===== config.mk =====
export PLATFORM = sky130hd
export DESIGN_NAME = mem_stage_lsu
export DESIGN_NICKNAME = d
export VERILOG_FILES = /design/src/rtl/mem_stage_lsu.sv
export SDC_FILE = /design/constraint.sdc
export NUM_CORES = 1
export LEC_CHECK = 0
export CAP_MARGIN = 5
export CORE_AREA = 2 2 149 151
export CTS_CLUSTER_SIZE = 25
export DETAILED_ROUTE_END_ITERATION = 10
export DIE_AREA = 0 0 151 153
export DONT_BUFFER_PORTS = 1
export GPL_ROUTABILITY_DRIVEN = 0
export GPL_TIMING_DRIVEN = 0
export MAX_ROUTING_LAYER = met4
export SYNTH_ARGS = -nofsm -noshare
export SYNTH_HDL_FRONTEND = slang
export SYNTH_SLANG_ARGS = --single-unit
export TNS_END_PERCENT = 100

===== constraint.sdc =====
create_clock -name clk -period 4.74 [get_ports clk]
set_input_delay 1.422 -clock clk [delete_from_list [all_inputs] [get_ports clk]]
set_output_delay 1.422 -clock clk [all_outputs]
set_load 0.05 [all_outputs]

===== src/rtl/mem_stage_lsu.sv =====
// MEM stage: load/store unit with req/ready data-memory handshake,
// request timeout, misalignment detection and the MEM/WB register.
module mem_stage_lsu #(
  parameter int unsigned TIMEOUT = 16
) (
  input  logic        clk,
  input  logic        rst_n,
  input  logic [4:0]  mem_rd,
  input  logic [31:0] mem_alu_output,
  input  logic [31:0] mem_rdata2,
  input  logic [31:0] mem_pc_plus_4,
  input  logic [31:0] mem_imm,
  input  logic [2:0]  mem_funct3,
  input  logic        mem_regwrite,
  input  logic        mem_memwrite,
  input  logic [1:0]  mem_memtoreg,
  output logic        dmem_req,
  output logic        dmem_we,
  output logic [31:0] dmem_addr,
  output logic [31:0] dmem_wdata,
  output logic [3:0]  dmem_be,
  input  logic        dmem_ready,
  input  logic [31:0] dmem_rdata,
  output logic        stall_o,
  output logic        misalign_o,
  output logic        bus_err_o,
  output logic [4:0]  wb_rd,
  output logic [31:0] wb_alu_output,
  output logic [31:0] wb_pc_plus_4,
  output logic [31:0] wb_imm,
  output logic [31:0] wb_load_data,
  output logic        wb_regwrite,
  output logic [1:0]  wb_memtoreg
);

  typedef enum logic [1:0] {
    IDLE = 2'd0,
    REQ  = 2'd1,
    RESP = 2'd2
  } state_t;

  // Last counter value before the access is abandoned.
  localparam logic [7:0] TO_LAST =
    (TIMEOUT == 0) ? 8'd0 : 8'(TIMEOUT - 1);

  state_t      state;
  logic [7:0]  cnt;
  logic [31:0] rdata_q;

  logic        is_load;
  logic        access;
  logic        misal;
  logic        go;
  logic        wb_en;
  logic [3:0]  be_n;
  logic [31:0] wdata_n;
  logic [7:0]  ld_b;
  logic [15:0] ld_h;
  logic [31:0] ld_ext;

  // Access classification and stall request.
  always_comb begin
    is_load = (mem_memtoreg == 2'b01);
    access  = is_load | mem_memwrite;
    misal   = 1'b0;
    unique case (1'b1)
      (mem_funct3[1:0] == 2'b01):
        misal = mem_alu_output[0];
      (mem_funct3[1:0] == 2'b10):
        misal = (mem_alu_output[1:0] != 2'b00);
      default:
        misal = 1'b0;
    endcase
    go      = (state == IDLE) & access & ~misal;
    stall_o = rst_n & (go | (state == REQ));
    wb_en   = mem_regwrite & ~stall_o
            & ~((state == IDLE) & access & misal)
            & ~((state == RESP) & bus_err_o);
  end

  // Store lane steering and byte enables.
  always_comb begin
    be_n    = 4'b1111;
    wdata_n = mem_rdata2;
    unique case (mem_funct3[1:0])
      2'b00: begin
        be_n    = 4'b0001 << mem_alu_output[1:0];
        wdata_n = {4{mem_rdata2[7:0]}};
      end
      2'b01: begin
        be_n    = 4'b0011 << mem_alu_output[1:0];
        wdata_n = {2{mem_rdata2[15:0]}};
      end
      default: begin
        be_n    = 4'b1111;
        wdata_n = mem_rdata2;
      end
    endcase
    if (is_load)
      be_n = 4'b1111;
  end

  // Load byte/half selection and extension.
  always_comb begin
    ld_b = rdata_q[7:0];
    unique case (mem_alu_output[1:0])
      2'b00: ld_b = rdata_q[7:0];
      2'b01: ld_b = rdata_q[15:8];
      2'b10: ld_b = rdata_q[23:16];
      2'b11: ld_b = rdata_q[31:24];
    endcase
    ld_h = mem_alu_output[1] ?
      rdata_q[31:16] : rdata_q[15:0];
    unique case (mem_funct3)
      3'b000:  ld_ext = {{24{ld_b[7]}}, ld_b};
      3'b001:  ld_ext = {{16{ld_h[15]}}, ld_h};
      3'b100:  ld_ext = {24'd0, ld_b};
      3'b101:  ld_ext = {16'd0, ld_h};
      default: ld_ext = rdata_q;
    endcase
  end

  // Access FSM with registered memory interface and pulses.
  always_ff @(posedge clk or negedge rst_n) begin
    if (!rst_n) begin
      state      <= IDLE;
      cnt        <= '0;
      rdata_q    <= '0;
      dmem_req   <= 1'b0;
      dmem_we    <= 1'b0;
      dmem_addr  <= '0;
      dmem_wdata <= '0;
      dmem_be    <= '0;
      misalign_o <= 1'b0;
      bus_err_o  <= 1'b0;
    end else begin
      misalign_o <= 1'b0;
      bus_err_o  <= 1'b0;
      unique case (state)
        IDLE: begin
          if (go) begin
            state      <= REQ;
            cnt        <= '0;
            dmem_req   <= 1'b1;
            dmem_we    <= mem_memwrite & ~is_load;
            dmem_addr  <= {mem_alu_output[31:2], 2'b00};
            dmem_wdata <= wdata_n;
            dmem_be    <= be_n;
          end else if (access && misal) begin
            misalign_o <= 1'b1;
          end
        end
        REQ: begin
          if (dmem_ready) begin
            rdata_q  <= dmem_rdata;
            dmem_req <= 1'b0;
            state    <= RESP;
          end else if (TIMEOUT != 0 && cnt == TO_LAST) begin
            rdata_q   <= '0;
            dmem_req  <= 1'b0;
            bus_err_o <= 1'b1;
            state     <= RESP;
          end else begin
            cnt <= cnt + 8'd1;
          end
        end
        RESP: state <= IDLE;
        default: state <= IDLE;
      endcase
    end
  end

  // MEM/WB register; stalled edges insert a bubble.
  always_ff @(posedge clk or negedge rst_n) begin
    if (!rst_n) begin
      wb_rd         <= '0;
      wb_alu_output <= '0;
      wb_pc_plus_4  <= '0;
      wb_imm        <= '0;
      wb_load_data  <= '0;
      wb_regwrite   <= 1'b0;
      wb_memtoreg   <= '0;
    end else begin
      wb_rd         <= mem_rd;
      wb_alu_output <= mem_alu_output;
      wb_pc_plus_4  <= mem_pc_plus_4;
      wb_imm        <= mem_imm;
      wb_load_data  <= ld_ext;
      wb_regwrite   <= wb_en;
      wb_memtoreg   <= mem_memtoreg;
    end
  end

endmodule

==> summary.md <==
* highest attainable clock frequency: 0.218 GHz
* CTS clk-pin slew, worst paths: 0.06 ns
* Port Buf Inserts: 0
* synthesized instance count: 569
* DPL Wire Length: 16.3 mm
* leakage power of the design: 4.79 nW
* element type at the critical path end: output port
* clock power share: 26.0%
* slew of the pin with the lowest slew margin: 0.716 ns
* Worst EP arrival: 3.18 ns
* smallest setup slack after layout: 0.143 ns
* synthesized flop and latch total: 248
* CTS root buffer: sky130_fd_sc_hd__clkbuf_16
* crit path buf inv count: 4
* largest cells by area after synthesis: sky130_fd_sc_hd__dfrtp_1, sky130_fd_sc_hd__mux2_4, sky130_fd_sc_hd__a22o_1
* Crit path max-delay family: buffers and inverters
* FILL cells: 1848
* total power density per cell area: 805 nW/µm²
* fraction of synthesis flops using an asynchronous set or reset pin: 100%
* count of routing violations after the opening detailed-route iteration: 203
* proportion of total power due to net switching: 41.5%
* boundary pin count: 384
* startpoint kind of the worst setup timing path: input port
* cts bufs inserted: 26
* count of warnings emitted by yosys: 0
* via count: 4919
* Num Clock Sinks: 248
* finished layout cell area: 10300 µm²
* clock latency at the later pin of the worst-skew pair: 0.51 ns
* RSZ-0062 raised after global routing: no
* setup clock skew after layout: 0.00825 ns
* antenna violations before repair: 1
* final net count: 777
* worst setup path category: input port to output port
* Worst Hold Slack: 0.499 ns
* Req. time, crit path: 3.32 ns
* clock period minus worst slack: 4.60 ns
* WL per Instance: 25.2 µm
* ratio of cells with drive above 1 in the final layout: 23.3%
* count of flip-flops with a built-in enable after synthesis: 0
* max-cap violations: 0
* outcome: completed
* leading register cell type out of synthesis: sky130_fd_sc_hd__dfrtp_1
* sequence of cells on the critical path: clkbuf_2 -> inv_1 -> ha_1 -> buf_6 -> o211a_1 -> or2_1 -> buf_6 -> o21bai_2 -> and2_4
* Starting Density: 41.8%
* Relative slew margins: 52.3%
* total setup buffers inserted after CTS: 0
* die height: 153 µm
* proportion of power drawn by combinational gates: 16.0%
* CP Max Fanout: 10
* Avg Inst Size Synth: 15.8 µm²
* cell row count: 54
* maximum clock insertion buffer count: 3
* share of total power in sequential cells: 58.0%
* first-pass GRT wire length: 33.4 mm
* sequential cell area: 6210 µm²
* pre-CTS setup slack: -0.403 ns
* worst hold path class: flop to flop
* internal power of the cells: 4.85 mW
* final slew viol count: 0
* net switching power: 3.44 mW
* CTS H-tree depth: 1
* top-area cell type share of the netlist area: 69.1%
* number of buffers inserted for hold repair after clock tree synthesis: 0
* worst reg2reg setup slack: 2.74 ns
* netlist area before placement: 8980 µm²
* horizontal die dimension: 151 µm
* cell type with the highest aggregate area in the netlist: sky130_fd_sc_hd__dfrtp_1
* Worst path max stage delay: 0.28 ns
* Critical-path top delay cell: sky130_fd_sc_hd__and2_4
* pin count of the biggest net entering global routing: 251
* die footprint: 23100 µm²
* combined global-route utilization of all metal layers: 19.4%
* Remaining DRCs: 0
* placed standard-cell area: 9330 µm²
* fraction of the cycle the final worst path needs: 97.0%
* CTS tree: built
* post-detailed-route count of antenna-violating nets: 0
* synthesis-to-layout area growth: 14.6%
* final hold violations: 0
* Netlist cell types: 52
* most frequent CP cell: sky130_fd_sc_hd__buf_6
* sequential fraction of the synthesis area: 69.1%
* placeable core area: 21500 µm²
* final-report setup violation count: 0
* via count of the first global-routing pass: 5425
* number of iterations in the first detailed-routing pass: 4
* IR drop worst, VDD: 371 µV
* final global-route overflow total: 0
* multi-input logic area: 2500 µm²
* DR vias/cell: 5.47
* drt total wl: 22.7 mm
==> tightest hold or removal path, stage by stage (launching register included) <==
cell                      delay, ns
sky130_fd_sc_hd__dfrtp_1       0.35
sky130_fd_sc_hd__nand2_1       0.05
sky130_fd_sc_hd__o21ai_0       0.06
==> what timing repair did <==
action / 4_1_cts / 5_1_grt
resized for setup: 3 / 1
setup endpoints to repair: 1 / 1
hold endpoints to repair: 0 / 0
pin swaps: 0 / 1
==> cell usage after synthesis, types with 3 or more instances <==
library cell / n
sky130_fd_sc_hd__a22oi_1: 9
sky130_fd_sc_hd__and2_1: 3
sky130_fd_sc_hd__inv_1: 6
sky130_fd_sc_hd__dfrtp_1: 248
sky130_fd_sc_hd__nor2b_1: 4
sky130_fd_sc_hd__mux2_2: 8
sky130_fd_sc_hd__buf_2: 5
sky130_fd_sc_hd__a21oi_1: 7
sky130_fd_sc_hd__mux2i_1: 8
sky130_fd_sc_hd__buf_12: 6
sky130_fd_sc_hd__a22o_1: 40
sky130_fd_sc_hd__ha_1: 4
sky130_fd_sc_hd__nor2_1: 20
sky130_fd_sc_hd__clkbuf_1: 15
sky130_fd_sc_hd__a221o_1: 8
sky130_fd_sc_hd__a21o_1: 16
sky130_fd_sc_hd__o21ai_0: 15
sky130_fd_sc_hd__xnor2_1: 3
sky130_fd_sc_hd__nand2_1: 35
sky130_fd_sc_hd__mux2_4: 65
==> metrics by stage <==
step / power (mW) / TNS [ns] / instances / utilization [%]
2_1_floorplan: 5.77 / 0 / 570 / -
3_3_place_gp: 6.12 / -0.330 / 850 / 43.4
3_5_place_dp: 6.17 / -0.403 / 850 / 43.4
4_1_cts: 8.37 / 0 / 898 / 47.8
5_1_grt: 8.61 / 0 / 899 / 47.9
6_report: 8.28 / 0 / 899 / 47.9
==> power by group through the flow <==
stage | sequential, mW | combinational [mW] | clock, mW
2_1_floorplan | 4.63 | 1.14 | 0
3_3_place_gp | 4.83 | 1.29 | 0
3_5_place_dp | 4.85 | 1.33 | 0
4_1_cts | 4.81 | 1.34 | 2.22
5_1_grt | 4.87 | 1.43 | 2.31
6_report | 4.80 | 1.33 | 2.15
==> kinds of logic (layout without fill, tap and decap cells) <==
group	after synthesis	after routing	share of synthesized area (%)
buffers and inverters	39	87	3.16
flip-flops	248	248	69.1
AND/OR/NAND/NOR	78	78	4.11
other	1	3	0.0418
AO/OA/AOI/OAI	113	113	9.59
adder cells (fa/ha/maj)	4	4	0.558
multiplexers	82	82	13.0
XOR/XNOR	4	4	0.390
==> worst paths after layout <==
| check | start | to | cells past startpoint |
|---|---|---|---|
| max in group asynchronous | rst_n | wb_imm[7]$_DFF_PN0_ | 0 |
| hold / removal | rdata_q[1]$_DFFE_PN0P_ | wb_load_data[1]$_DFF_PN0_ | 2 |
| hold reg to reg | rdata_q[1]$_DFFE_PN0P_ | wb_load_data[1]$_DFF_PN0_ | 2 |
| setup / recovery | mem_funct3[1] | stall_o | 9 |
| min in group asynchronous | rst_n | wb_alu_output[4]$_DFF_PN0_ | 0 |
| setup reg to reg | cnt[0]$_DFFE_PN0P_ | rdata_q[24]$_DFFE_PN0P_ | 6 |
==> layout by cell type (no fill, tap or decap), types with 3 or more instances in the layout <==
cell	instances
sky130_fd_sc_hd__dfrtp_1	248
sky130_fd_sc_hd__mux2_4	65
sky130_fd_sc_hd__a22o_1	40
sky130_fd_sc_hd__nand2_1	35
sky130_fd_sc_hd__clkbuf_16	27
sky130_fd_sc_hd__nor2_1	20
sky130_fd_sc_hd__clkbuf_1	16
sky130_fd_sc_hd__a21o_1	16
sky130_fd_sc_hd__o21ai_0	15
sky130_fd_sc_hd__a22oi_1	9
sky130_fd_sc_hd__clkbuf_8	9
sky130_fd_sc_hd__a221o_1	8
sky130_fd_sc_hd__mux2_2	8
sky130_fd_sc_hd__mux2i_1	8
sky130_fd_sc_hd__a21oi_1	7
sky130_fd_sc_hd__inv_1	6
sky130_fd_sc_hd__buf_12	6
sky130_fd_sc_hd__buf_2	5
sky130_fd_sc_hd__nor2b_1	4
sky130_fd_sc_hd__ha_1	4
sky130_fd_sc_hd__xnor2_1	3
sky130_fd_sc_hd__bufinv_16	3
sky130_fd_sc_hd__clkinvlp_4	3
sky130_fd_sc_hd__clkinv_2	3
==> area by class of cell <==
class                      instances  share of cell area (%)
sequential                       248                    60.3
tap                              280                    3.41
buffer                            33                    2.55
antenna                            1                  0.0243
clock buffer                      38                    7.85
inverter                           6                   0.219
clock inverter                    10                    1.33
multi-input combinational        283                    24.3
==> sequential cells by signal, summed over array words and instances, names as in the netlist <==
name           cells
dmem_we            1
state              2
dmem_be            4
wb_rd              5
cnt                8
wb_alu_output     32
bus_err_o          1
dmem_req           1
wb_memtoreg        2
wb_regwrite        1
wb_pc_plus_4      32
misalign_o         1
rdata_q           32
wb_load_data      32
dmem_addr         30
dmem_wdata        32
wb_imm            32
==> per-layer routing <==
metal | vias to the layer above | routed length [µm] | global-route usage (%)
met5 | - | 0 | -
met4 | 0 | 477 | 5.47
met2 | 281 | 11200 | 31.7
met1 | 2535 | 8390 | 22.6
li1 | 2062 | - | -
met3 | 41 | 2650 | 7.19
Note: power is estimated with default switching activity, not from simulation.
